[src/rtl/serial_sub.sv]
// rtl/serial_sub.sv - bit-serial LSB-first subtractor (diff = a - b), IDLE/RUN/DONE FSM.
// Optional signed-overflow output enabled by defining SERIAL_SUB_OVF_EN.
module serial_sub #(
  parameter int WIDTH = 8
) (
  input  logic             clk,
  input  logic             rst_n,
  input  logic             start,
  input  logic [WIDTH-1:0] a,
  input  logic [WIDTH-1:0] b,
  output logic             busy,
  output logic             done,
  output logic [WIDTH-1:0] diff,
  output logic             borrow
`ifdef SERIAL_SUB_OVF_EN
  ,
  output logic             ovf
`endif
);

  localparam int CW = (WIDTH > 1) ? $clog2(WIDTH) : 1;

  localparam logic [1:0] S_IDLE = 2'd0;
  localparam logic [1:0] S_RUN  = 2'd1;
  localparam logic [1:0] S_DONE = 2'd2;

  logic [1:0]       state_q, state_d;
  logic [WIDTH-1:0] a_q, a_d, b_q, b_d, res_q, res_d;
  logic [WIDTH-1:0] diff_q, diff_d;
  logic [CW-1:0]    cnt_q, cnt_d;
  logic             br_q, br_d;
  logic             busy_q, busy_d, done_q, done_d, borrow_q, borrow_d;

  logic             bit_d, bit_br;
  logic [WIDTH-1:0] res_sh;

`ifdef SERIAL_SUB_OVF_EN
  logic a_msb_q, a_msb_d, b_msb_q, b_msb_d, ovf_q, ovf_d;
`endif

  always_comb begin
    bit_d  = a_q[0] ^ b_q[0] ^ br_q;
    bit_br = (~a_q[0] & b_q[0]) | (~(a_q[0] ^ b_q[0]) & br_q);
    // Result fills from the top so the LSB ends in bit 0 after WIDTH shifts.
    res_sh            = res_q >> 1;
    res_sh[WIDTH-1]   = bit_d;
  end

  always_comb begin
    state_d  = state_q;
    a_d      = a_q;
    b_d      = b_q;
    res_d    = res_q;
    cnt_d    = cnt_q;
    br_d     = br_q;
    busy_d   = busy_q;
    done_d   = 1'b0;
    diff_d   = diff_q;
    borrow_d = borrow_q;
`ifdef SERIAL_SUB_OVF_EN
    a_msb_d  = a_msb_q;
    b_msb_d  = b_msb_q;
    ovf_d    = ovf_q;
`endif
    case (state_q)
      S_IDLE: begin
        if (start) begin
          a_d     = a;
          b_d     = b;
          res_d   = '0;
          cnt_d   = '0;
          br_d    = 1'b0;
          busy_d  = 1'b1;
          state_d = S_RUN;
`ifdef SERIAL_SUB_OVF_EN
          a_msb_d = a[WIDTH-1];
          b_msb_d = b[WIDTH-1];
`endif
        end
      end
      S_RUN: begin
        a_d   = a_q >> 1;
        b_d   = b_q >> 1;
        res_d = res_sh;
        br_d  = bit_br;
        cnt_d = cnt_q + 1'b1;
        if (cnt_q == CW'(WIDTH - 1)) begin
          state_d  = S_DONE;
          busy_d   = 1'b0;
          done_d   = 1'b1;
          diff_d   = res_sh;
          borrow_d = bit_br;
`ifdef SERIAL_SUB_OVF_EN
          ovf_d    = (a_msb_q != b_msb_q) && (res_sh[WIDTH-1] != a_msb_q);
`endif
        end
      end
      S_DONE: begin
        state_d = S_IDLE;
      end
      default: begin
        state_d = S_IDLE;
        busy_d  = 1'b0;
      end
    endcase
  end

  always_ff @(posedge clk or negedge rst_n) begin
    if (!rst_n) begin
      state_q  <= S_IDLE;
      a_q      <= '0;
      b_q      <= '0;
      res_q    <= '0;
      cnt_q    <= '0;
      br_q     <= 1'b0;
      busy_q   <= 1'b0;
      done_q   <= 1'b0;
      diff_q   <= '0;
      borrow_q <= 1'b0;
`ifdef SERIAL_SUB_OVF_EN
      a_msb_q  <= 1'b0;
      b_msb_q  <= 1'b0;
      ovf_q    <= 1'b0;
`endif
    end else begin
      state_q  <= state_d;
      a_q      <= a_d;
      b_q      <= b_d;
      res_q    <= res_d;
      cnt_q    <= cnt_d;
      br_q     <= br_d;
      busy_q   <= busy_d;
      done_q   <= done_d;
      diff_q   <= diff_d;
      borrow_q <= borrow_d;
`ifdef SERIAL_SUB_OVF_EN
      a_msb_q  <= a_msb_d;
      b_msb_q  <= b_msb_d;
      ovf_q    <= ovf_d;
`endif
    end
  end

  assign busy   = busy_q;
  assign done   = done_q;
  assign diff   = diff_q;
  assign borrow = borrow_q;
`ifdef SERIAL_SUB_OVF_EN
  assign ovf    = ovf_q;
`endif

endmodule

[config.mk]
export PLATFORM = sky130hd
export DESIGN_NAME = serial_sub
export DESIGN_NICKNAME = d
export VERILOG_FILES = /design/src/rtl/serial_sub.sv
export SDC_FILE = /design/constraint.sdc
export NUM_CORES = 1
export LEC_CHECK = 0
export ABC_CLOCK_PERIOD_IN_PS = 1650
export BUFFER_PORTS_ARGS = -buffer_cell sky130_fd_sc_hd__buf_2
export CORE_ASPECT_RATIO = 1.25
export CORE_MARGIN = 4
export CORE_UTILIZATION = 35
export DETAILED_ROUTE_END_ITERATION = 7
export GPL_ROUTABILITY_DRIVEN = 0
export HOLD_SLACK_MARGIN = 0.08
export SYNTH_ARGS = -nofsm -noshare
export SYNTH_HDL_FRONTEND = slang
export SYNTH_SLANG_ARGS = --single-unit
[constraint.sdc]
create_clock -name clk -period 1.65 [get_ports clk]
set_input_delay 0.2475 -clock clk [delete_from_list [all_inputs] [get_ports clk]]
set_output_delay 0.2475 -clock clk [all_outputs]
set_load 0.02 [all_outputs]
# Yosys cells after proc, flatten, opt, wreduce, memory -nomap -nowiden
# Index checks and enable logic that the tools add are counted.
[word_totals] mem_count=0 word_cells=48 inputBits=19 mem_bits_ro=0 ramBits=0 reg_bits=41 out_inout_bits=11 latch_bits=0
[op_classes] n_lt_le_gt_ge=0 multipliers=0 eq_ne=5 shift=0 div_mod_pow=0 add_sub_neg=1 bitwise=8 n_reduce_logical=6 mux=18
[ops] op="one-hot mux 8 bit (2 select lines)" n=3
[ops] op="two-way mux 8 bit" n=3
[ops] op="one-hot mux 3 bit (2 select lines)" n=1
[ops] op="AND reduction 2 bit" n=3
[ops] op="two-way mux 1 bit" n=5
[ops] op="two-way mux 2 bit" n=2
[ops] op="!= test 2 bit, second input constant" n=2
[ops] op="one-hot mux 2 bit (2 select lines)" n=1
[ops] op="adder 3 x 1 -> 3 bit, second input constant" n=1
[ops] op="== test 3 bit, second input constant" n=1
[ops] op="two-way mux 3 bit" n=1
[ops] op="NOT 1 bit" n=3
[ops] op="one-hot mux 1 bit (3 select lines)" n=1
[ops] op="AND reduction 3 bit" n=1
[ops] op="AND 1 bit" n=2
[ops] op="== test 2 x 1 -> 1 bit, second input constant" n=1
[ops] op="== test 2 bit, second input constant" n=1
[ops] op="logical NOT 2 bit" n=1
[ops] op="one-hot mux 1 bit (2 select lines)" n=1
[ops] op="nonzero test 2 bit" n=1
[ops] op="bitwise XOR 1 bit" n=2
[ops] op="OR 1 bit" n=1

# Longest topological paths before layout
[logic_depth] ltp_word=5 depth_mapped=6 mapped_depth_nobuf=5

# Least setup slack after synthesis
# No wires, ideal clock.
[synth_path] path_type="reg2reg" from="reg cnt_q[0]" to="reg diff_q[2] (netlist: diff[2])" synth_period_minus_slack_ns=1.430 path_slack_ns=0.220 path_stages_with_launch=6 arrival_time_ns=1.305 required_ns=1.525 path_cell_list="dfrtp_1 ha_1 ha_1 nand3b_4 buf_6 mux2_4"
[synth_via] elab_chain_len=2
[synth_rtl] item="start: declaration" line="30" source="logic [CW-1:0] cnt_q, cnt_d;"
[synth_rtl] item="start signal: assignment" line="130" source="cnt_q <= cnt_d;"
[synth_rtl] item="== test 3 bit" line="87" source="if (cnt_q == CW'(WIDTH - 1)) begin"
[synth_rtl] item="AND reduction 2 bit (no source line)"
[synth_rtl] item="end signal: assignment" line="134" source="diff_q <= diff_d;"
[synth_rtl] item="end: declaration" line="29" source="logic [WIDTH-1:0] diff_q, diff_d;"
# No other way between the ends.
# A chain may end at the register's enable or synchronous reset.

# Final worst setup path
[layout_path] from="reg cnt_q[0]" to="reg diff_q[0] (netlist: diff[0])"
# The elaborated chain is that of the path after synthesis.

==> reports/metrics.yaml <==
outcome:
  outcome: "complete, no violations"
grt:
  grt_use_total_pct: 12.3
  grt_pass1_wl_um: 5820
  gr-total-overflow: 0
  first_global_vias: 1264
  antenna_found_initial: 0
  grt_max_degree: 35
clock_network:
  cts_buffers: 5
  cts_num_sinks: 40
  path_clk_slew_ps: 70
  tritoncts: "yes"
  cts_setup_buffers: 0
  clock_tree.htree_level_count: 2
  root_buffer: "clkbuf_8"
  clock_latency_ps: 290
  clockBufferDepth: 2
worst_setup_path:
  r2r_slack_ps: 160
  critPathLaunchType: "flop"
  required_ps: 1830
  path_max_fanout: 12
  worstSetupEndpointType: "flop"
  critPathKind: "flop to flop"
  crit_arrival_ps: 1670
route:
  wire_per_inst_um: 14.4
  drt_iter0_markers: 49
  dr_total_vias: 1132
  viasPerCell: 4.92
  drt-total-wl_um: 3300
  post-route-drc-count: 0
  dr.pass1.iters: 4
  ant_nets: 0
power:
  ir_drop_mv: 0.733
  p_leak_nw: 0.979
  power_mw: 3.78
  power.density_mw_per_mm2: 1880
layout:
  final_cell_area_mm2: 0.00201
  areaGrowthSynthToFinish_pct: 18.6
  final_common_cell: "dfrtp_1"
  final_net_count: 191
  final_cell_mix: "dfrtp_1 (40), buf_2 (29), o22ai_1 (11), nor2_1 (11), a21oi_1 (10)"
  final_layout_size_suffix_gt1_share_pct: 33.5
  num_antenna_cells: 0
  final_cells: 230
run:
  drv_cap: 0
die:
  core_area_mm2: 0.00469
  rows: 28
  die_w_um: 70.2
  pin_count: 30
  dieHeight_um: 85.8
  start_util_pct: 36.1
  dieArea_mm2: 0.00602
timing:
  hold_viol: 0
  fmax_mhz: 672
  fin_crit_sh_pct: 90.2
  final_max_slew_viol_count: 0
  worst_pin_slew_ps: 367
  maxSlewHeadroom_pct: 75.5
  rsz0062_at_grt: "false"
  final-setup-viol-count: 0
  timing.final.crit_period_ps: 1490
  skew_ps: 3.83
  setup_tns_ps: 0
logic_synthesis:
  synth_cell_type_count: 28
  synth_top_area_share_pct: 59.1
  yosys.area_share.simple_pct: 7.61
  yosysTopAreaCell: "dfrtp_1"
  syn_avg_cell_area_um2: 12.5
  yosys_warnings: 0
  synth_fa_ha_area_share_pct: 2.66
  synth_area_mm2: 0.00169
  ys_seq_area_share_pct: 59.1
  synth_xor_area_share_pct: 0
  synthMuxAreaShare_pct: 6.65
  synth_top_family_by_area: "compound AO/OA/AOI/OAI gates"
  ys_top_cells_by_area: "dfrtp_1 (59%), mux2_4 (5.3%), a22o_1 (4.7%)"
  synth-seq-cells: 40
  syn_inst: 135
  syn_nets: 157
  synth_compound_area_share_pct: 18.5
hold_path:
  worstHoldPathType: "input port to flop"
place:
  dpl-instance-area_mm2: 0.00191
  port_buffers: 29
  dp_hpwl_um: 2400
  dp_cells: 221
[state kept, by name, summed over array words and instances, names as in the netlist]
| name | cells |
|---|---|
| a_q | 8 |
| res_q | 7 |
| br_q | 1 |
| cnt_q | 3 |
| diff | 8 |
| state_q | 2 |
| b_q | 8 |
| busy | 1 |
| borrow | 1 |
| done | 1 |
[stage by stage]
stage          hold slack (ps)  setup WS, ps  util (%)
2_1_floorplan            -48.1           220         -
3_3_place_gp               104           206      40.6
3_5_place_dp               110           153      40.6
4_1_cts                    201           141      42.8
5_1_grt                    212           107      42.8
6_report                   202           162      42.8
[worst max-delay path, stage by stage (launching register included)]
cell      delay [ps]
dfrtp_1          390
ha_1             210
ha_1             220
nand3b_4         190
mux2_2           360
[layer usage]
metal  share of wire [%]  track usage (%)  wire (µm)  up-vias
met4                 1.5             3.66         49        0
met1                  44             14.9       1470      550
met3                 6.1             4.81        200        5
met2                  48             20.4       1590       27
met5                   0                0          0        -
li1                    -                -          -      550
[timing repair]
item                      CTS  global route
gates resized for setup     0             0
hold endpoints to repair   40             0
hold buffers                1             0
[final timing paths]
path                       depth (start not counted)      from        to
max                                                4  cnt_q[0]   diff[0]
min                                                3      b[7]    b_q[7]
max reg2reg                                        4  cnt_q[0]   diff[0]
min reg2reg                                        1  cnt_q[0]  cnt_q[0]
max in group asynchronous                          3     rst_n    b_q[2]
min in group asynchronous                          2     rst_n    b_q[7]
[cell families (layout without fill, tap and decap cells)]
family          count (synthesis)  in the layout
mux                             8              8
compound gates                 44             44
flops                          40             40
simple gates                   24             24
fa+ha+maj                       3              3
buf+inv                        16             51
[where the power goes]
group          switching (mW)  internal (mW)
Combinational           0.709          0.713
Sequential              0.276           1.41
Clock                   0.325          0.339
Total                    1.31           2.47
[area by class of cell]
cell class	instances	area, µm²
Sequential cell	40	1000
Tap cell	60	75.1
Clock buffer	7	86.3
Clock inverter	1	7.51
Inverter	7	26.3
Multi-Input combinational cell	79	601
Timing Repair Buffer	36	213
Fill cell	480	2690
[cell usage after synthesis]
library cell   n
nor2_2         1
a22o_1         9
o21ba_2        1
buf_4          4
nor2b_1        1
buf_6          2
a22oi_1        1
dfrtp_1       40
nand2_1        5
inv_1          7
nor2_1        11
nand2b_1       1
a21oi_1       10
nand3b_4       1
buf_2          2
mux2_2         2
o221a_2        4
fa_1           1
clkbuf_1       1
o21bai_1       1
nand3b_1       4
o2bb2ai_1      1
mux2_4         6
a32o_1         1
o22ai_1       11
o21ai_0        4
a21boi_0       1
ha_1           2
(Power assumes the default switching activity.)
